==> src/rtl/meas_report_tx_pkg.sv <==
// Shared constants, FSM state type and checksum helper for the measurement report transmitter.
package meas_report_tx_pkg;

    localparam logic [7:0] HDR0      = 8'hA5;
    localparam logic [7:0] HDR1      = 8'h5A;
    localparam int         FRAME_LEN = 8;

    localparam logic [7:0] MOD_NONE = 8'd0;
    localparam logic [7:0] MOD_AM   = 8'd1;
    localparam logic [7:0] MOD_PSK  = 8'd2;
    localparam logic [7:0] MOD_FM   = 8'd3;
    localparam logic [7:0] MOD_FSK  = 8'd4;

    typedef enum logic [1:0] {
        ST_IDLE,
        ST_LOAD,
        ST_SEND,
        ST_DONE
    } frame_state_t;

    function automatic logic [7:0] frame_chk(
        input logic [7:0]  mt,
        input logic [15:0] df,
        input logic [7:0]  md,
        input logic [7:0]  dl
    );
        return mt + df[15:8] + df[7:0] + md + dl;
    endfunction

endpackage

==> src/rtl/meas_report_tx_uart_byte_tx.sv <==
// 8N1 byte serializer: valid/ready byte input, 10-bit shift register, bit-period down-counter.
module meas_report_tx_uart_byte_tx #(
    parameter int BIT_CLKS = 434
) (
    input  logic       sys_clk,
    input  logic       sys_rst,
    input  logic [7:0] byte_data,
    input  logic       byte_valid,
    output logic       byte_ready,
    output logic       uart_tx,
    output logic       byte_done
);

    localparam int              CW       = (BIT_CLKS > 1) ? $clog2(BIT_CLKS) : 1;
    localparam logic [CW-1:0]   BIT_LAST = CW'(BIT_CLKS - 1);

    logic [CW-1:0] bit_cnt;
    logic [3:0]    bits_left;
    logic [9:0]    shift_q;
    logic          active;
    logic          last_tick;

    // Ready during the final stop-bit cycle so the next byte follows with no idle gap.
    assign last_tick  = active && (bits_left == 4'd0) && (bit_cnt == '0);
    assign byte_ready = !active || last_tick;
    assign byte_done  = last_tick;
    assign uart_tx    = shift_q[0];

    always_ff @(posedge sys_clk) begin
        if (sys_rst) begin
            active    <= 1'b0;
            bit_cnt   <= '0;
            bits_left <= '0;
            shift_q   <= '1;
        end else if (byte_valid && byte_ready) begin
            active    <= 1'b1;
            shift_q   <= {1'b1, byte_data, 1'b0};
            bit_cnt   <= BIT_LAST;
            bits_left <= 4'd9;
        end else if (active) begin
            if (bit_cnt != '0) begin
                bit_cnt <= bit_cnt - 1'b1;
            end else if (bits_left != 4'd0) begin
                shift_q   <= {1'b1, shift_q[9:1]};
                bits_left <= bits_left - 4'd1;
                bit_cnt   <= BIT_LAST;
            end else begin
                active <= 1'b0;
            end
        end
    end

endmodule

==> src/rtl/meas_report_tx.sv <==
// Periodic / on-request measurement snapshot, packed into an 8-byte checksummed frame and sent over UART.
//
// state   | meaning
// IDLE    | waiting for trigger or pending request
// LOAD    | latch snapshot and checksum, hand header byte 0 to the serializer
// SEND    | serializer busy; on each byte_done queue the next byte or finish
// DONE    | one-cycle frame_done pulse, then IDLE
module meas_report_tx
    import meas_report_tx_pkg::*;
#(
    parameter int CLK_FREQ   = 50_000_000,
    parameter int BAUD       = 115200,
    parameter int REPORT_DIV = 5_000_000
) (
    input  logic        sys_clk,
    input  logic        sys_rst,
    input  logic [7:0]  mod_type,
    input  logic [15:0] demod_fre,
    input  logic [7:0]  mod_depth,
    input  logic [7:0]  delta_freq,
    input  logic        send_req,
    output logic        uart_tx,
    output logic        busy,
    output logic        frame_done,
    output logic [15:0] frame_cnt
);

    localparam int            BIT_CLKS   = CLK_FREQ / BAUD;
    localparam int            TW         = $clog2(REPORT_DIV);
    localparam logic [TW-1:0] TIMER_LAST = TW'(REPORT_DIV - 1);
    localparam logic [2:0]    IDX_LAST   = 3'(FRAME_LEN - 1);

    frame_state_t  state_q, state_nxt;
    logic [TW-1:0] timer_q;
    logic          tick, trigger;
    logic          pending_q;
    logic [2:0]    idx_q;
    logic [2:0]    byte_sel;
    logic [7:0]    snap_mod_type, snap_mod_depth, snap_delta_freq, chk_q;
    logic [15:0]   snap_demod_fre;
    logic [15:0]   frame_cnt_q;
    logic [7:0]    byte_data;
    logic          byte_valid, byte_ready, byte_done;
    logic          last_byte_done;

    assign tick           = (timer_q == TIMER_LAST);
    assign trigger        = tick || send_req;
    assign last_byte_done = (state_q == ST_SEND) && byte_done && (idx_q == IDX_LAST);
    assign frame_cnt      = frame_cnt_q;

    always_ff @(posedge sys_clk) begin
        if (sys_rst) begin
            state_q <= ST_IDLE;
        end else begin
            state_q <= state_nxt;
        end
    end

    always_comb begin
        state_nxt = state_q;
        unique case (state_q)
            ST_IDLE: if (trigger || pending_q) state_nxt = ST_LOAD;
            ST_LOAD: if (byte_ready) state_nxt = ST_SEND;
            ST_SEND: if (last_byte_done) state_nxt = ST_DONE;
            ST_DONE: state_nxt = ST_IDLE;
            default: state_nxt = ST_IDLE;
        endcase
    end

    always_comb begin
        busy       = 1'b0;
        frame_done = 1'b0;
        byte_valid = 1'b0;
        byte_sel   = idx_q + 3'd1;
        unique case (state_q)
            ST_LOAD: begin
                busy       = 1'b1;
                byte_valid = 1'b1;
                byte_sel   = 3'd0;
            end
            ST_SEND: begin
                busy       = 1'b1;
                byte_valid = byte_done && (idx_q != IDX_LAST);
            end
            ST_DONE: frame_done = 1'b1;
            default: ;
        endcase
    end

    // Byte 0 is a constant so LOAD can hand it over before the snapshot registers settle.
    always_comb begin
        unique case (byte_sel)
            3'd0:    byte_data = HDR0;
            3'd1:    byte_data = HDR1;
            3'd2:    byte_data = snap_mod_type;
            3'd3:    byte_data = snap_demod_fre[15:8];
            3'd4:    byte_data = snap_demod_fre[7:0];
            3'd5:    byte_data = snap_mod_depth;
            3'd6:    byte_data = snap_delta_freq;
            default: byte_data = chk_q;
        endcase
    end

    always_ff @(posedge sys_clk) begin
        if (sys_rst) begin
            timer_q         <= '0;
            pending_q       <= 1'b0;
            idx_q           <= '0;
            snap_mod_type   <= '0;
            snap_demod_fre  <= '0;
            snap_mod_depth  <= '0;
            snap_delta_freq <= '0;
            chk_q           <= '0;
            frame_cnt_q     <= '0;
        end else begin
            timer_q <= tick ? '0 : timer_q + 1'b1;

            // Leaving IDLE always consumes the request; any trigger while a frame is active collapses into one.
            if (state_q == ST_IDLE) begin
                pending_q <= 1'b0;
            end else if (trigger) begin
                pending_q <= 1'b1;
            end

            if (state_q == ST_LOAD) begin
                snap_mod_type   <= mod_type;
                snap_demod_fre  <= demod_fre;
                snap_mod_depth  <= mod_depth;
                snap_delta_freq <= delta_freq;
                chk_q           <= frame_chk(mod_type, demod_fre, mod_depth, delta_freq);
                idx_q           <= '0;
            end else if (byte_valid && byte_ready) begin
                idx_q <= idx_q + 3'd1;
            end

            if (last_byte_done) begin
                frame_cnt_q <= frame_cnt_q + 16'd1;
            end
        end
    end

    meas_report_tx_uart_byte_tx #(
        .BIT_CLKS (BIT_CLKS)
    ) u_uart_byte_tx (
        .sys_clk    (sys_clk),
        .sys_rst    (sys_rst),
        .byte_data  (byte_data),
        .byte_valid (byte_valid),
        .byte_ready (byte_ready),
        .uart_tx    (uart_tx),
        .byte_done  (byte_done)
    );

endmodule

==> config.mk <==
export PLATFORM = sky130hd
export DESIGN_NAME = meas_report_tx
export DESIGN_NICKNAME = d
export VERILOG_FILES = /design/src/rtl/meas_report_tx_pkg.sv /design/src/rtl/meas_report_tx_uart_byte_tx.sv /design/src/rtl/meas_report_tx.sv
export SDC_FILE = /design/constraint.sdc
export NUM_CORES = 1
export LEC_CHECK = 0
export ABC_AREA = 1
export ABC_CLOCK_PERIOD_IN_PS = 3700
export CAP_MARGIN = 20
export CORE_ASPECT_RATIO = 0.75
export CORE_MARGIN = 1
export CORE_UTILIZATION = 50
export DETAILED_ROUTE_END_ITERATION = 16
export PLACE_DENSITY = 0.71
export SLEW_MARGIN = 10
export SYNTH_ARGS = -nofsm -noshare
export SYNTH_HDL_FRONTEND = slang
export SYNTH_SLANG_ARGS = --single-unit
==> constraint.sdc <==
create_clock -name sys_clk -period 3.7 [get_ports sys_clk]
set_clock_uncertainty 0.1 [all_clocks]
set_input_delay 0.555 -clock sys_clk [delete_from_list [all_inputs] [get_ports sys_clk]]
set_output_delay 0.555 -clock sys_clk [all_outputs]
set_load 0.005 [all_outputs]
Word-level counts from Yosys, hierarchy flattened
Cells that the tools add are included.

Add/sub/neg operators: 9. Equality and inequality tests: 16. Multiplexer cells: 25. Bitwise logic cells: 1. Reduce and logical (&&, ||, !) cells: 30.

Operators with widths (number): 9-bit 2-to-1 mux (8); 8-bit one-hot mux with 7 select lines (1); 8-bit adder (4); 23-bit by 1-bit adder with 23-bit output, second input constant (1); 23-bit equality test, second input constant (1); 16-bit by 1-bit adder with 16-bit output, second input constant (1); 4-bit 2-to-1 mux (4); 3-bit equality test, second input constant (4); 2-bit OR reduction (5); 9-bit zero test (1); 3-bit AND reduction (3); 9-bit nonzero test (1); 9-bit by 1-bit subtractor with 9-bit output, second input constant (1); 2-bit one-hot mux with 4 select lines (1); 3-bit by 2-bit equality test with 1-bit output, second input constant (2); 1-bit logical AND (6); 1-bit 2-to-1 mux (6); 2-bit 2-to-1 mux (3); 2-bit inequality test, second input constant (3); 2-bit nonzero test (3); 2-bit equality test, second input constant (2); 4-bit zero test (1); 2-bit AND reduction (2); 4-bit nonzero test (1); 14 further kinds (16).

Register bits after elaboration: 116. Input bits: 43. Output and inout bits: 19. Logic and storage cells: 97.

Depth between registers and ports, before layout
Depth after elaboration: 8. Depth in mapped cells: 17. Mapped depth without buffers: 17.

Hierarchy
Synthesis repeated with hierarchy kept, for this count alone.

Cell total of the unflattened synthesis: 902. Area, all modules: 6576.3 sq um.

By module, submodules not included: meas_report_tx (times used 1, cells an instance 684, area an instance 5157.4 sq um, seq. area each 1861.8 sq um); meas_report_tx_uart_byte_tx (times used 1, cells an instance 218, area an instance 1418.9 sq um, seq. area each 460.4 sq um).

Worst setup path before layout
OpenSTA, ideal clock, no wires.

Path kind: input to register. Start point: input mod_type[3]. End point: register chk_q[4]. Library setup time: 120 ps. Arrival: 3134 ps. Required time: 3480 ps. Slack: 346 ps. Stages: 12. Buffers on the path: 0. Cell sequence: inv_1 fa_1 inv_1 fa_1 inv_1 fa_1 inv_1 ha_1 a21o_1 a31oi_1 xor2_1 a21oi_1.

Word-level cells in the longest chain between the ends: 4.

RTL lines: from (decl) (RTL line meas_report_tx.sv:17) `input logic [7:0] mod_type,`; 8-bit adder (4 in a row) (RTL line meas_report_tx_pkg.sv:27) `return mt + df[15:8] + df[7:0] + md + dl;`; to (signal assigned) (RTL line meas_report_tx.sv:130) `chk_q <= frame_chk(mod_type, demod_fre, mod_depth, delta_freq);`; to (decl) (RTL line meas_report_tx.sv:39) `logic [7:0] snap_mod_type, snap_mod_depth, snap_delta_freq, chk_q;`.

No other way between the ends. A chain may end at the register's enable or synchronous reset.

Worst setup path after layout
Start point: input mod_type[2]. End point: register chk_q[5].

Same word-level chain as after synthesis.

==> impl_metrics.csv <==
group,metric,value,unit
run_status,outcome,"complete, no violations",
run,max-cap-violations,0,
clock_tree,clk_pin_slew,60,ps
clock_tree,hold_buffers,0,
route,vias,6228,
die,num_rows,36,
critical_path,r2r_slack,690,ps
critical_path,crit_path_end_kind,"flip-flop",
critical_path,slowest_stage,"fa_1",
route,first_pass_iters,5,
critical_path,cp_num_buf_inv,5,
placement,placedInstanceArea,0.00755,mm2
grt,grt_pass1_vias,5605,
synthesis,netlist_area,0.00669,mm2
synthesis,syn_avg_cell_area,6.96,um2
finish,fillers,1193,
die,die_area,0.0138,mm2
timing,report.final.setup_viol,0,
placement,gp_congestion,0.917,
finish,finalNetCount,1120,
critical_path,cp_cell_sequence,"clkdlybuf4s50_1, inv_1, fa_1, inv_1, fa_1, inv_1, fa_1, inv_1, fa_1, nand3_1, nand2_1, a21oi_2, o21ai_0, o21ai_0",
die,fp.dieH,102,um
clock_tree,cts_root_buf,"clkbuf_16",
synthesis,yosysSeqAreaShare,34.7,%
finish,synthToLayoutAreaGrowth,22.0,%
critical_path,path_delay_family,"adder cells",
route,drc,0,
grt,grt_pass1_wl,26500,um
critical_path,cp-start-kind,"input pin",
finish,multiInputGateArea,0.00372,mm2
min_path,hold-path-cell-count,2,
grt,overflow,0,
critical_path,cp.required,3920,ps
finish,final-instance-count-excl-fill,1218,
timing,slew_violations,0,
synthesis,synth-edff-count,0,
clock_tree,cts_tree,"done",
finish,final-seq-area,0.00232,mm2
synthesis,synth_top_family_by_area,"simple AND/OR/NAND/NOR gates",
route,wl_met1,8310,um
critical_path,crit_start,"mod_type[2]",
route,drt-total-wl,16000,um
grt,antenna_found_initial,0,
die,die_w,136,um
route,initialDrtViolationCount,367,
route,wl_met2,6630,um
synthesis,ys_seq_elements,116,
critical_path,worstPathMaxFanout,3,
grt,grt_max_degree,28,
min_path,hold_path_class,"flip-flop to flip-flop",
route,met3_length,889,um
synthesis,synth_compound_area_share,10.1,%
finish,fin_area,0.00815,mm2
placement,io_buffers,61,
power_and_ir_drop,vdd_drop_max,0.558,mV
critical_path,slowest_delay,530,ps
clock_tree,h-tree-depth,4,
critical_path,crit_arrival,3860,ps
critical_path,critPathKind,"input pin to flip-flop",
synthesis,yosysWarnings,0,
clock_tree,clk_latency,410,ps
power_and_ir_drop,power.density,628,mW/mm2
min_path,hp-start,"snap_demod_fre[14]",
route,vias_per_cell,5.11,
timing,worst_slack,62.4,ps
grt,grtUsageTotal,24.2,%
synthesis,netlist_instances,961,
synthesis,synthMuxAreaShare,0,%
placement,dp_slack,-276,ps
die,core_area,0.0130,mm2
synthesis,synth_nets,1044,
power_and_ir_drop,p_leak,3.53,nW
route,highest-signal-layer,"met4",
clock_tree,cts_inserted_buffers,17,
synthesis,synth_simple_gate_area_share,32.5,%
placement,hpwl,11800,um
die,ioPinCount,62,
timing,slew_headroom,43.9,%
die,start_util,51.4,%
clock_tree,cts_max_path_buffers,2,
timing,fin_crit,3640,ps
synthesis,synth_cell_types,46,
finish,layout-drive-gt1-share,7.74,%
synthesis,async_reset_ff_share,0,%
clock_tree,cts.sinks,116,
timing,fmax,0.275,GHz
placement,dp.cells,1189,
timing,finalCritPeriodShare,98.3,%
synthesis,synthXorXnorAreaFrac,2.36,%
timing,final_hold_viol_count,0,
timing,worstMarginPinSlew,832,ps
synthesis,synth_fa_ha_area_share,9.73,%
critical_path,r2r_cells,11,
finish,antenna_cells,0,
route,ant_nets,0,
synthesis,synth_flop_cell,"dfxtp_1",
route,post_drt_wl_per_cell,13.1,um
critical_path,timing.rr.start,"idx_q[0]",
min_path,whs_endpoint,"snap_demod_fre[14]",
critical_path,r2r-end,"u_uart_byte_tx.shift_q[5]",
==> what timing repair did <==
item	in CTS	in global routing
endpoints found under the setup margin	0	3
gates resized for setup	0	8
buffers inserted	0	0
==> worst register-to-register path, stage by stage (launching register included) <==
cell and delay (ps):
dfxtp_1 490, ha_1 300, ha_1 650, clkinv_1 480
nand3_1 200, nand2_1 170, a21oi_1 160, nand2_1 100
nand2_1 70, nand2_1 50, nand2_1 60, nand3_1 50
==> sequential cells by signal, indices dropped and copies added, names as in the netlist <==
name                      count
chk_q                         8
u_uart_byte_tx.active         1
snap_demod_fre               16
idx_q                         3
state_q                       2
u_uart_byte_tx.bit_cnt        9
timer_q                      23
frame_cnt                    16
snap_mod_type                 8
snap_delta_freq               8
pending_q                     1
u_uart_byte_tx.bits_left      4
u_uart_byte_tx.shift_q        9
snap_mod_depth                8
==> how the worst max path moves through the flow <==
stage          depth (start not counted)  slack, ps       end
2_1_floorplan                         12        350  chk_q[4]
3_3_place_gp                          15       -230  chk_q[7]
3_5_place_dp                          18       -280  chk_q[7]
4_1_cts                               14        110  chk_q[5]
5_1_grt                               14        -50  chk_q[5]
6_report                              14         60  chk_q[5]
==> metrics by stage <==
stage	util (%)	power (mW)	hold WS (ps)	setup TNS, ps
final	62.6	5.12	371	0
after global routing	62.6	5.47	382	-47.8
after CTS	62.2	5.06	369	0
after detailed placement	58.0	3.49	356	-1090
after global placement	58.0	3.47	349	-892
after floorplan	-	2.99	329	0
==> final cells by class <==
type | instances | area share [%]
tap | 171 | 2.62
sequential | 116 | 28.5
clock inverter | 11 | 1.41
clock buffer | 18 | 5.26
inverter | 152 | 7.03
timing repair buffer | 84 | 9.61
multi-input combinational | 666 | 45.6
==> metal layers <==
layer	vias to the layer above	GRT usage (%)
met5	-	0
met4	0	6.14
met3	15	5.41
met2	150	35.4
met1	2835	35.6
li1	3228	-
==> cells in the mapped netlist, types with 4 or more instances <==
cell,instances,area [um2]
dfxtp_1,116,2320
xor2_1,12,105
nor3b_1,5,37.5
a21oi_1,44,220
buf_2,14,70.1
fa_1,20,400
ha_1,20,250
nor2_1,90,338
nand3_1,75,375
o21ai_0,43,215
clkbuf_1,11,41.3
a31oi_1,4,25.0
nand3b_1,4,30.0
a22o_1,9,78.8
inv_1,147,552
nand4_1,28,175
xnor2_1,6,52.6
o22ai_1,9,56.3
nor3_1,18,90.1
or2_0,5,31.3
nand2_1,243,912
==> logic make-up after synthesis <==
kind of cell / after synthesis
buf+inv: 179
flops: 116
compound gates: 119
simple gates: 489
xor+xnor: 18
fa+ha+maj: 40
==> layout by cell type (no fill, tap or decap), drive strengths merged, types with 2 or more instances in the layout <==
cell	instances
clkdlybuf4s50	61
a22o	9
nand3	78
o22ai	9
fa	20
ha	20
dfxtp	116
nor2	95
nand4	28
clkinvlp	4
buf	23
a31oi	4
xnor2	6
nand2	248
bufinv	2
or2	7
nor4	2
clkinv	6
xor2	12
nand3b	4
nor3	19
or3	2
clkbuf	18
nor3b	5
inv	151
o21ai	43
a21oi	47
==> where the power goes <==
group | internal (mW) | switching, mW
clock | 0.970 | 0.571
combinational | 0.729 | 1.21
sequential | 1.49 | 0.152
Note: power is estimated with default switching activity, not from simulation.
